[config.mk]
export PLATFORM = sky130hd
export DESIGN_NAME = fwd_scoreboard_flat
export DESIGN_NICKNAME = d
export VERILOG_FILES = /design/src/rtl/fwd_scoreboard_if.sv /design/src/rtl/fwd_scoreboard.sv /design/src/flat_wrapper.sv
export SDC_FILE = /design/constraint.sdc
export NUM_CORES = 1
export LEC_CHECK = 0
export CORE_MARGIN = 3
export CORE_UTILIZATION = 47
export DETAILED_ROUTE_END_ITERATION = 7
export PLACE_DENSITY = 0.88
export SLEW_MARGIN = 40
export SYNTH_ARGS = -nofsm -noshare
export SYNTH_HDL_FRONTEND = slang
export SYNTH_SLANG_ARGS = --single-unit
[constraint.sdc]
create_clock -name clk_i -period 3.7 [get_ports clk_i]
set_clock_uncertainty 0.2 [all_clocks]
set_input_delay 0.74 -clock clk_i [delete_from_list [all_inputs] [get_ports clk_i]]
set_output_delay 0.74 -clock clk_i [all_outputs]
set_load 0.005 [all_outputs]
[src/rtl/fwd_scoreboard_if.sv]
// Issue/forwarding bundle between the EX stage and the forwarding scoreboard.
interface fwd_scoreboard_if #(
   parameter int unsigned SELW = 2
);
   logic            issue_valid_i;
   logic [4:0]      issue_rd_i;
   logic            issue_wen_i;
   logic [1:0]      issue_class_i;
   logic [4:0]      rs1_i;
   logic [4:0]      rs2_i;
   logic            flush_i;
   logic [SELW-1:0] fwd_sel_a_o;
   logic [SELW-1:0] fwd_sel_b_o;
   logic            fwd_link_a_o;
   logic            fwd_link_b_o;
   logic            stall_o;
   logic [31:0]     stall_cnt_o;

   modport master (
      output issue_valid_i, issue_rd_i, issue_wen_i, issue_class_i,
      output rs1_i, rs2_i, flush_i,
      input  fwd_sel_a_o, fwd_sel_b_o, fwd_link_a_o, fwd_link_b_o,
      input  stall_o, stall_cnt_o
   );

   modport slave (
      input  issue_valid_i, issue_rd_i, issue_wen_i, issue_class_i,
      input  rs1_i, rs2_i, flush_i,
      output fwd_sel_a_o, fwd_sel_b_o, fwd_link_a_o, fwd_link_b_o,
      output stall_o, stall_cnt_o
   );
endinterface

[src/rtl/fwd_scoreboard.sv]
// Forwarding/hazard unit: shadows post-EX destination tags and picks operand sources.
// Optional stall-cycle counter enabled by defining FWD_SCOREBOARD_PERF_EN.
module fwd_scoreboard #(
   parameter int unsigned DEPTH      = 3,
   parameter int unsigned LOAD_READY = 2,
   parameter int unsigned SELW       = $clog2(DEPTH + 1)
) (
   input logic              clk_i,
   input logic              rst_i,
   fwd_scoreboard_if.slave  bus
);

   localparam logic [1:0] CLS_LOAD = 2'b01;
   localparam logic [1:0] CLS_LINK = 2'b10;

   typedef struct packed {
      logic       valid;
      logic [4:0] rd;
      logic [1:0] cls;
   } entry_t;

   // Index k-1 holds the instruction in post-EX stage k.
   entry_t e_q [DEPTH];
   entry_t e_d [DEPTH];

   logic            hit_a, hit_b;
   logic            rdy_a, rdy_b;
   logic            need_a, need_b;
   logic [SELW-1:0] k_a, k_b;
   logic [1:0]      cls_a, cls_b;
   logic            stall_c;
   logic            push_c;

   // Youngest-match search; iterating oldest to youngest lets the youngest win.
   always_comb begin
      hit_a = 1'b0;
      hit_b = 1'b0;
      k_a   = '0;
      k_b   = '0;
      cls_a = '0;
      cls_b = '0;
      for (int k = int'(DEPTH) - 1; k >= 0; k--) begin
         if (e_q[k].valid && (e_q[k].rd == bus.rs1_i) && (bus.rs1_i != 5'd0)) begin
            hit_a = 1'b1;
            k_a   = SELW'(k + 1);
            cls_a = e_q[k].cls;
         end
         if (e_q[k].valid && (e_q[k].rd == bus.rs2_i) && (bus.rs2_i != 5'd0)) begin
            hit_b = 1'b1;
            k_b   = SELW'(k + 1);
            cls_b = e_q[k].cls;
         end
      end
   end

   always_comb begin
      rdy_a   = (cls_a != CLS_LOAD) || (k_a >= SELW'(LOAD_READY));
      rdy_b   = (cls_b != CLS_LOAD) || (k_b >= SELW'(LOAD_READY));
      need_a  = hit_a & ~rdy_a;
      need_b  = hit_b & ~rdy_b;
      stall_c = (need_a | need_b) & bus.issue_valid_i & ~bus.flush_i;
      push_c  = bus.issue_valid_i & bus.issue_wen_i & (bus.issue_rd_i != 5'd0)
              & ~stall_c & ~bus.flush_i;
   end

   assign bus.fwd_sel_a_o  = (hit_a & rdy_a) ? k_a : '0;
   assign bus.fwd_sel_b_o  = (hit_b & rdy_b) ? k_b : '0;
   assign bus.fwd_link_a_o = hit_a & rdy_a & (cls_a == CLS_LINK);
   assign bus.fwd_link_b_o = hit_b & rdy_b & (cls_b == CLS_LINK);
   assign bus.stall_o      = stall_c;

   // Shift pipeline; stage 1 gets the EX instruction or a bubble.
   always_comb begin
      e_d[0] = '0;
      if (push_c) begin
         e_d[0].valid = 1'b1;
         e_d[0].rd    = bus.issue_rd_i;
         e_d[0].cls   = bus.issue_class_i;
      end
      for (int k = 1; k < int'(DEPTH); k++) begin
         e_d[k] = e_q[k-1];
      end
   end

   always_ff @(posedge clk_i or posedge rst_i) begin
      if (rst_i) begin
         for (int k = 0; k < int'(DEPTH); k++) begin
            e_q[k] <= '0;
         end
      end else begin
         for (int k = 0; k < int'(DEPTH); k++) begin
            e_q[k] <= e_d[k];
         end
      end
   end

`ifdef FWD_SCOREBOARD_PERF_EN
   logic [31:0] stall_cnt_q;
   logic [31:0] stall_cnt_d;

   assign stall_cnt_d = stall_c ? (stall_cnt_q + 32'd1) : stall_cnt_q;

   always_ff @(posedge clk_i or posedge rst_i) begin
      if (rst_i) begin
         stall_cnt_q <= '0;
      end else begin
         stall_cnt_q <= stall_cnt_d;
      end
   end

   assign bus.stall_cnt_o = stall_cnt_q;
`else
   assign bus.stall_cnt_o = '0;
`endif

endmodule
[src/flat_wrapper.sv]
// flat-port wrapper written by rule: the top's interface ports become plain ports
module fwd_scoreboard_flat 
#(
   parameter int unsigned DEPTH      = 3,
   parameter int unsigned LOAD_READY = 2,
   parameter int unsigned SELW       = $clog2(DEPTH + 1)
)
  (clk_i, rst_i, bus_issue_valid_i, bus_issue_rd_i, bus_issue_wen_i, bus_issue_class_i, bus_rs1_i, bus_rs2_i, bus_flush_i, bus_fwd_sel_a_o, bus_fwd_sel_b_o, bus_fwd_link_a_o, bus_fwd_link_b_o, bus_stall_o, bus_stall_cnt_o);
  fwd_scoreboard_if #(.SELW(SELW)) bus_i ();
  input logic clk_i;
  input logic rst_i;
  input wire logic [$bits(bus_i.issue_valid_i)-1:0] bus_issue_valid_i;
  input wire logic [$bits(bus_i.issue_rd_i)-1:0] bus_issue_rd_i;
  input wire logic [$bits(bus_i.issue_wen_i)-1:0] bus_issue_wen_i;
  input wire logic [$bits(bus_i.issue_class_i)-1:0] bus_issue_class_i;
  input wire logic [$bits(bus_i.rs1_i)-1:0] bus_rs1_i;
  input wire logic [$bits(bus_i.rs2_i)-1:0] bus_rs2_i;
  input wire logic [$bits(bus_i.flush_i)-1:0] bus_flush_i;
  output wire logic [$bits(bus_i.fwd_sel_a_o)-1:0] bus_fwd_sel_a_o;
  output wire logic [$bits(bus_i.fwd_sel_b_o)-1:0] bus_fwd_sel_b_o;
  output wire logic [$bits(bus_i.fwd_link_a_o)-1:0] bus_fwd_link_a_o;
  output wire logic [$bits(bus_i.fwd_link_b_o)-1:0] bus_fwd_link_b_o;
  output wire logic [$bits(bus_i.stall_o)-1:0] bus_stall_o;
  output wire logic [$bits(bus_i.stall_cnt_o)-1:0] bus_stall_cnt_o;
  assign bus_i.issue_valid_i = bus_issue_valid_i;
  assign bus_i.issue_rd_i = bus_issue_rd_i;
  assign bus_i.issue_wen_i = bus_issue_wen_i;
  assign bus_i.issue_class_i = bus_issue_class_i;
  assign bus_i.rs1_i = bus_rs1_i;
  assign bus_i.rs2_i = bus_rs2_i;
  assign bus_i.flush_i = bus_flush_i;
  assign bus_fwd_sel_a_o = bus_i.fwd_sel_a_o;
  assign bus_fwd_sel_b_o = bus_i.fwd_sel_b_o;
  assign bus_fwd_link_a_o = bus_i.fwd_link_a_o;
  assign bus_fwd_link_b_o = bus_i.fwd_link_b_o;
  assign bus_stall_o = bus_i.stall_o;
  assign bus_stall_cnt_o = bus_i.stall_cnt_o;
  fwd_scoreboard #(.DEPTH(DEPTH), .LOAD_READY(LOAD_READY), .SELW(SELW)) u_core (.clk_i(clk_i), .rst_i(rst_i), .bus(bus_i));
endmodule
# ---- Yosys cells after proc, flatten, opt, wreduce, memory -nomap -nowiden
# Index checks and enable logic that the tools add are counted.
dict set report totals {
  reg_bits 24
  out_inout_bits 39
  word_cells 76
}
dict set report classes {
  order_cmp 2
  n_eq_ne 10
  mux 21
  bitwise 17
  n_reduce_logical 17
}
# cell n
set ops {}
lappend ops {{$eq 5x5->1} 6}
lappend ops {{$mux 2} 14}
lappend ops {{$reduce_bool 5->1} 3}
lappend ops {{$and 1x1->1} 12}
lappend ops {{$logic_and 1x1->1} 12}
lappend ops {{$mux 8} 1}
lappend ops {{$mux 1} 6}
lappend ops {{$eq 2x2->1 const B} 2}
lappend ops {{$ge 2x2->1 const B} 2}
lappend ops {{$ne 2x1->1 const B} 2}
lappend ops {{$not 1->1} 4}
lappend ops {{$logic_or 1x1->1} 2}
lappend ops {{$or 1x1->1} 1}

# ---- Logic depth before layout (Yosys ltp)
dict set report logic_depth {
  depth_word 17
  mapped_depth 6
}

# ---- Worst setup path before layout
# No wires, ideal clock.
dict set report synth_path {
  path_type {input -> output}
  startpoint {input port bus_rs2_i[0]}
  endpoint {output port bus_stall_o}
  t_arrival_ns 1.985
  t_required_ns 2.760
  slack_ns 0.775
  path_stages 6
  path_buffers 1
  cell_sequence {or4_4 -> nor2_4 -> nor4_4 -> o21ba_1 -> buf_6 -> and3b_1}
}
dict set report synth_via {
  elab_chain_len 13
  elab_cells_between_ends 27
}
# item line_no
set synth_lines {}
lappend synth_lines {{start: declaration} flat_wrapper.sv:17} ;# input wire logic [$bits(bus_i.rs2_i)-1:0] bus_rs2_i;
lappend synth_lines {{$eq 5x5->1} fwd_scoreboard.sv:48} ;# if (e_q[k].valid && (e_q[k].rd == bus.rs2_i) && (bus.rs2_i != 5'd0)) begin
lappend synth_lines {{$logic_and 1x1->1 (2 in series)} fwd_scoreboard.sv:48}
lappend synth_lines {{$mux 2 (3 in series)} fwd_scoreboard.sv:48}
lappend synth_lines {{$ge 2x2->1 or $ne 2x1->1 (tied branches)} fwd_scoreboard.sv:58} ;# rdy_b = (cls_b != CLS_LOAD) || (k_b >= SELW'(LOAD_READY));
lappend synth_lines {{$logic_or 1x1->1} fwd_scoreboard.sv:58}
lappend synth_lines {{$not 1->1} fwd_scoreboard.sv:60} ;# need_b = hit_b & ~rdy_b;
lappend synth_lines {{$and 1x1->1 *} fwd_scoreboard.sv:60}
lappend synth_lines {{$or 1x1->1 *} fwd_scoreboard.sv:61} ;# stall_c = (need_a | need_b) & bus.issue_valid_i & ~bus.flush_i;
lappend synth_lines {{$and 1x1->1 * (2 in series)} fwd_scoreboard.sv:61}
lappend synth_lines {{end: declaration} flat_wrapper.sv:23} ;# output wire logic [$bits(bus_i.stall_o)-1:0] bus_stall_o;
# Every way passes the cells marked *; elsewhere a longest branch is shown, timed or not.

# ---- Worst setup path in the final report
dict set report layout_path {
  startpoint {input port bus_rs1_i[0]}
  endpoint {output port bus_stall_o}
}
dict set report layout_via {
  elab_chain_len 13
  elab_cells_between_ends 27
}
# item line_no
set layout_lines {}
lappend layout_lines {{start: declaration} flat_wrapper.sv:16} ;# input wire logic [$bits(bus_i.rs1_i)-1:0] bus_rs1_i;
lappend layout_lines {{$eq 5x5->1} fwd_scoreboard.sv:43} ;# if (e_q[k].valid && (e_q[k].rd == bus.rs1_i) && (bus.rs1_i != 5'd0)) begin
lappend layout_lines {{$logic_and 1x1->1 (2 in series)} fwd_scoreboard.sv:43}
lappend layout_lines {{$mux 2 (3 in series)} fwd_scoreboard.sv:43}
lappend layout_lines {{$ge 2x2->1 or $ne 2x1->1 (tied branches)} fwd_scoreboard.sv:57} ;# rdy_a = (cls_a != CLS_LOAD) || (k_a >= SELW'(LOAD_READY));
lappend layout_lines {{$logic_or 1x1->1} fwd_scoreboard.sv:57}
lappend layout_lines {{$not 1->1} fwd_scoreboard.sv:59} ;# need_a = hit_a & ~rdy_a;
lappend layout_lines {{$and 1x1->1 *} fwd_scoreboard.sv:59}
lappend layout_lines {{$or 1x1->1 *} fwd_scoreboard.sv:61}
lappend layout_lines {{$and 1x1->1 * (2 in series)} fwd_scoreboard.sv:61}
# Marks and branches as above.

==> flow_summary.yaml <==
worst_setup_path:
  criticalPathCategory: "in2out"
  worst_path_max_delay_cell: "or4_4"
  critical_path.top_delay_family: "simple AND/OR/NAND/NOR gates"
  crit_required_ns: 2.76
  critPathMaxStageDelay_ns: 0.56
  worstPathCellList: "clkdlybuf4s50_1 > or4_4 > nor2_4 > nor4_4 > o21ba_1 > and3b_1 > dlygate4sd2_1"
  cp.buffers_inverters: 2
  cp-end-kind: "primary output"
  cp_max_fo: 5
  crit_arrival_ns: 2.65
  critPathLaunchType: "primary input"
finish:
  fillers: 289
  area_growth_pct: 25.3
  multi_input_area_sq_um: 800
  drive_above_1_share: 0.198
  finalNetCount: 215
  n_antenna_cell: 0
  design_area_sq_um: 1910
  regArea_sq_um: 601
global_routing:
  antenna_found_initial: 0
  grt_pass1_vias: 1014
  grt_max_degree: 25
  grt_pass1_wl_um: 4720
  overflow: 0
  grt_util_all_layers: 0.152
timing:
  timing.final.crit_share: 0.969
  setup_tns_ns: 0
  setup-violations-final: 0
  min_period_ns: 3.59
  rsz0062_at_grt: "no"
  maxSlewViolCount: 0
  fmax_ghz: 0.279
  hold_violations: 0
die:
  die_x_um: 62.9
  die_y_um: 62.9
  initial_utilization: 0.495
  row_count: 20
  ios: 61
  core_sq_um: 3080
  design.die.area_sq_um: 3960
synth:
  syn_area_sq_um: 1520
  synth_flop_cell: "dfrtp_1"
  yosysTopAreaCellShare: 0.394
  yosysTopAreaCell: "dfrtp_1"
  synthArstFlopShare: 1.00
  ys_types: 34
  syn_area_per_cell_sq_um: 10.7
  seq_area_frac_synth: 0.394
  synth.area.top_cells: "dfrtp_1 39%, buf_4 16%, xnor2_1 13%"
  synth-edff-count: 0
  ys_warn_count: 0
  synth-seq-cells: 24
  synth_cells: 143
cts:
  cts_tree: "yes"
  holdBufCountCts: 0
  cts_buffer_depth: 2
  clk_pin_slew_worst_paths_ns: 0.12
  numCtsBuffers: 3
  clk_latency_ns: 0.30
  cts.sinks: 24
  htreeDepth: 1
  clock-root-buffer: "clkbuf_4"
drt:
  drtIter0Drc: 46
  drt_wl_total_um: 2930
  first_pass_iters: 4
  wl_per_cell_um: 12.4
  viasPerCell: 4.57
  num_vias: 1079
  drc: 0
  antenna_left: 0
job:
  cap_violations: 0
placement:
  dp.final_hpwl_um: 2380
  io_buffers: 28
  place_congestion: 0.875
  postPlaceCellArea_sq_um: 1850
worst_hold_path:
  hold_path_class: "reg2reg"
power:
  power.leakage_uw: 0.000901
  power_density_nw_per_um2: 259
  vdd_drop_max_mv: 0.176
status:
  status: "complete, no violations"
[per-stage QoR]
step,hold WS [ns],worst slack [ns],instances,power [uW],util
floorplan,0.167,0.775,174,347,-
global placement,0.177,-0.150,230,370,0.602
detailed placement,0.182,-0.164,230,372,0.602
CTS,0.212,-0.0374,236,502,0.614
global route,0.224,0.0385,236,524,0.620
finish,0.206,0.115,236,494,0.620
[power by group]
| part | internal [uW] | total [uW] | switching, uW |
|---|---|---|---|
| logic | 46.7 | 89.0 | 42.3 |
| registers | 269 | 277 | 7.27 |
| clock network | 60.0 | 128 | 68.3 |
[cell type report]
class                           count  area share
Multi-Input combinational cell    115       0.419
Tap cell                           44      0.0288
Inverter                            2     0.00393
Timing Repair Buffer               47       0.215
Clock buffer                        4      0.0190
Sequential cell                    24       0.315
[layer usage]
metal | global-route usage | vias up | share of wire
li1 | - | 526 | -
met1 | 0.196 | 501 | 0.43
met2 | 0.250 | 50 | 0.48
met3 | 0.0288 | 2 | 0.087
met4 | 0.0579 | 0 | 0.0055
met5 | 0 | - | 0
[cells by family after synthesis]
family          Yosys count  synth area share
buf+inv                  35             0.170
other cells               1           0.00246
xor+xnor                 30             0.172
flops                    24             0.394
compound gates           11            0.0509
simple gates             42             0.210
[synth_stat cells, types with 2 or more instances]
cell and n:
a21oi_1 3, buf_4 32, dfrtp_1 24, inv_1 2, nand2_1 6, nand2b_1 2
nand3_1 2, nand4_1 6, nor2_4 2, nor3_1 2, nor3b_1 4, nor3b_2 3
nor4_1 3, nor4_4 2, o31ai_1 2, or4_4 2, xnor2_1 22, xor2_1 8
[worst paths after layout]
check	from	to	slack (ns)	depth (start not counted)
worst max-delay path	bus_rs1_i[0]	bus_stall_o	0.11	7
worst min-delay path	u_core.e_d[8]$_DFF_PP0_	u_core.e_d[0]$_DFF_PP0_	0.21	0
worst max register to register	u_core.e_d[13]$_DFF_PP0_	u_core.e_d[8]$_DFF_PP0_	1.72	6
worst min register to register	u_core.e_d[8]$_DFF_PP0_	u_core.e_d[0]$_DFF_PP0_	0.21	0
max in group asynchronous	rst_i	u_core.e_q[3]$_DFF_PP0_	2.41	2
min in group asynchronous	rst_i	u_core.e_d[8]$_DFF_PP0_	0.56	2
[placed cells by master, fill, tap and decap left out, types with 2 or more instances in the layout]
master and n:
xnor2_1 22, nand4_1 6, nor4_4 2, o31ai_1 2, nor3b_2 3, dlygate4sd2_1 10
nand3_1 2, nor3_1 2, dlymetal6s2s_1 2, clkbuf_4 3, nor2_4 2, or4_4 2
nor3b_1 4, xor2_1 8, conb_1 32, a21oi_1 2, nand2b_1 2, clkdlybuf4s50_1 15
nor4_1 3, nand2_1 6, dfrtp_1 24, buf_4 19
[repair_timing]
action,4_1_cts,5_1_grt
resized for setup,11,8
setup buffers,2,0
pin swaps,5,1
setup endpoints to repair,7,3
[registers in the layout, summed over array words and instances (netlist names)]
register,cells
u_core.e_q,8
u_core.e_d,16
Note: power is estimated with default switching activity, not from simulation.
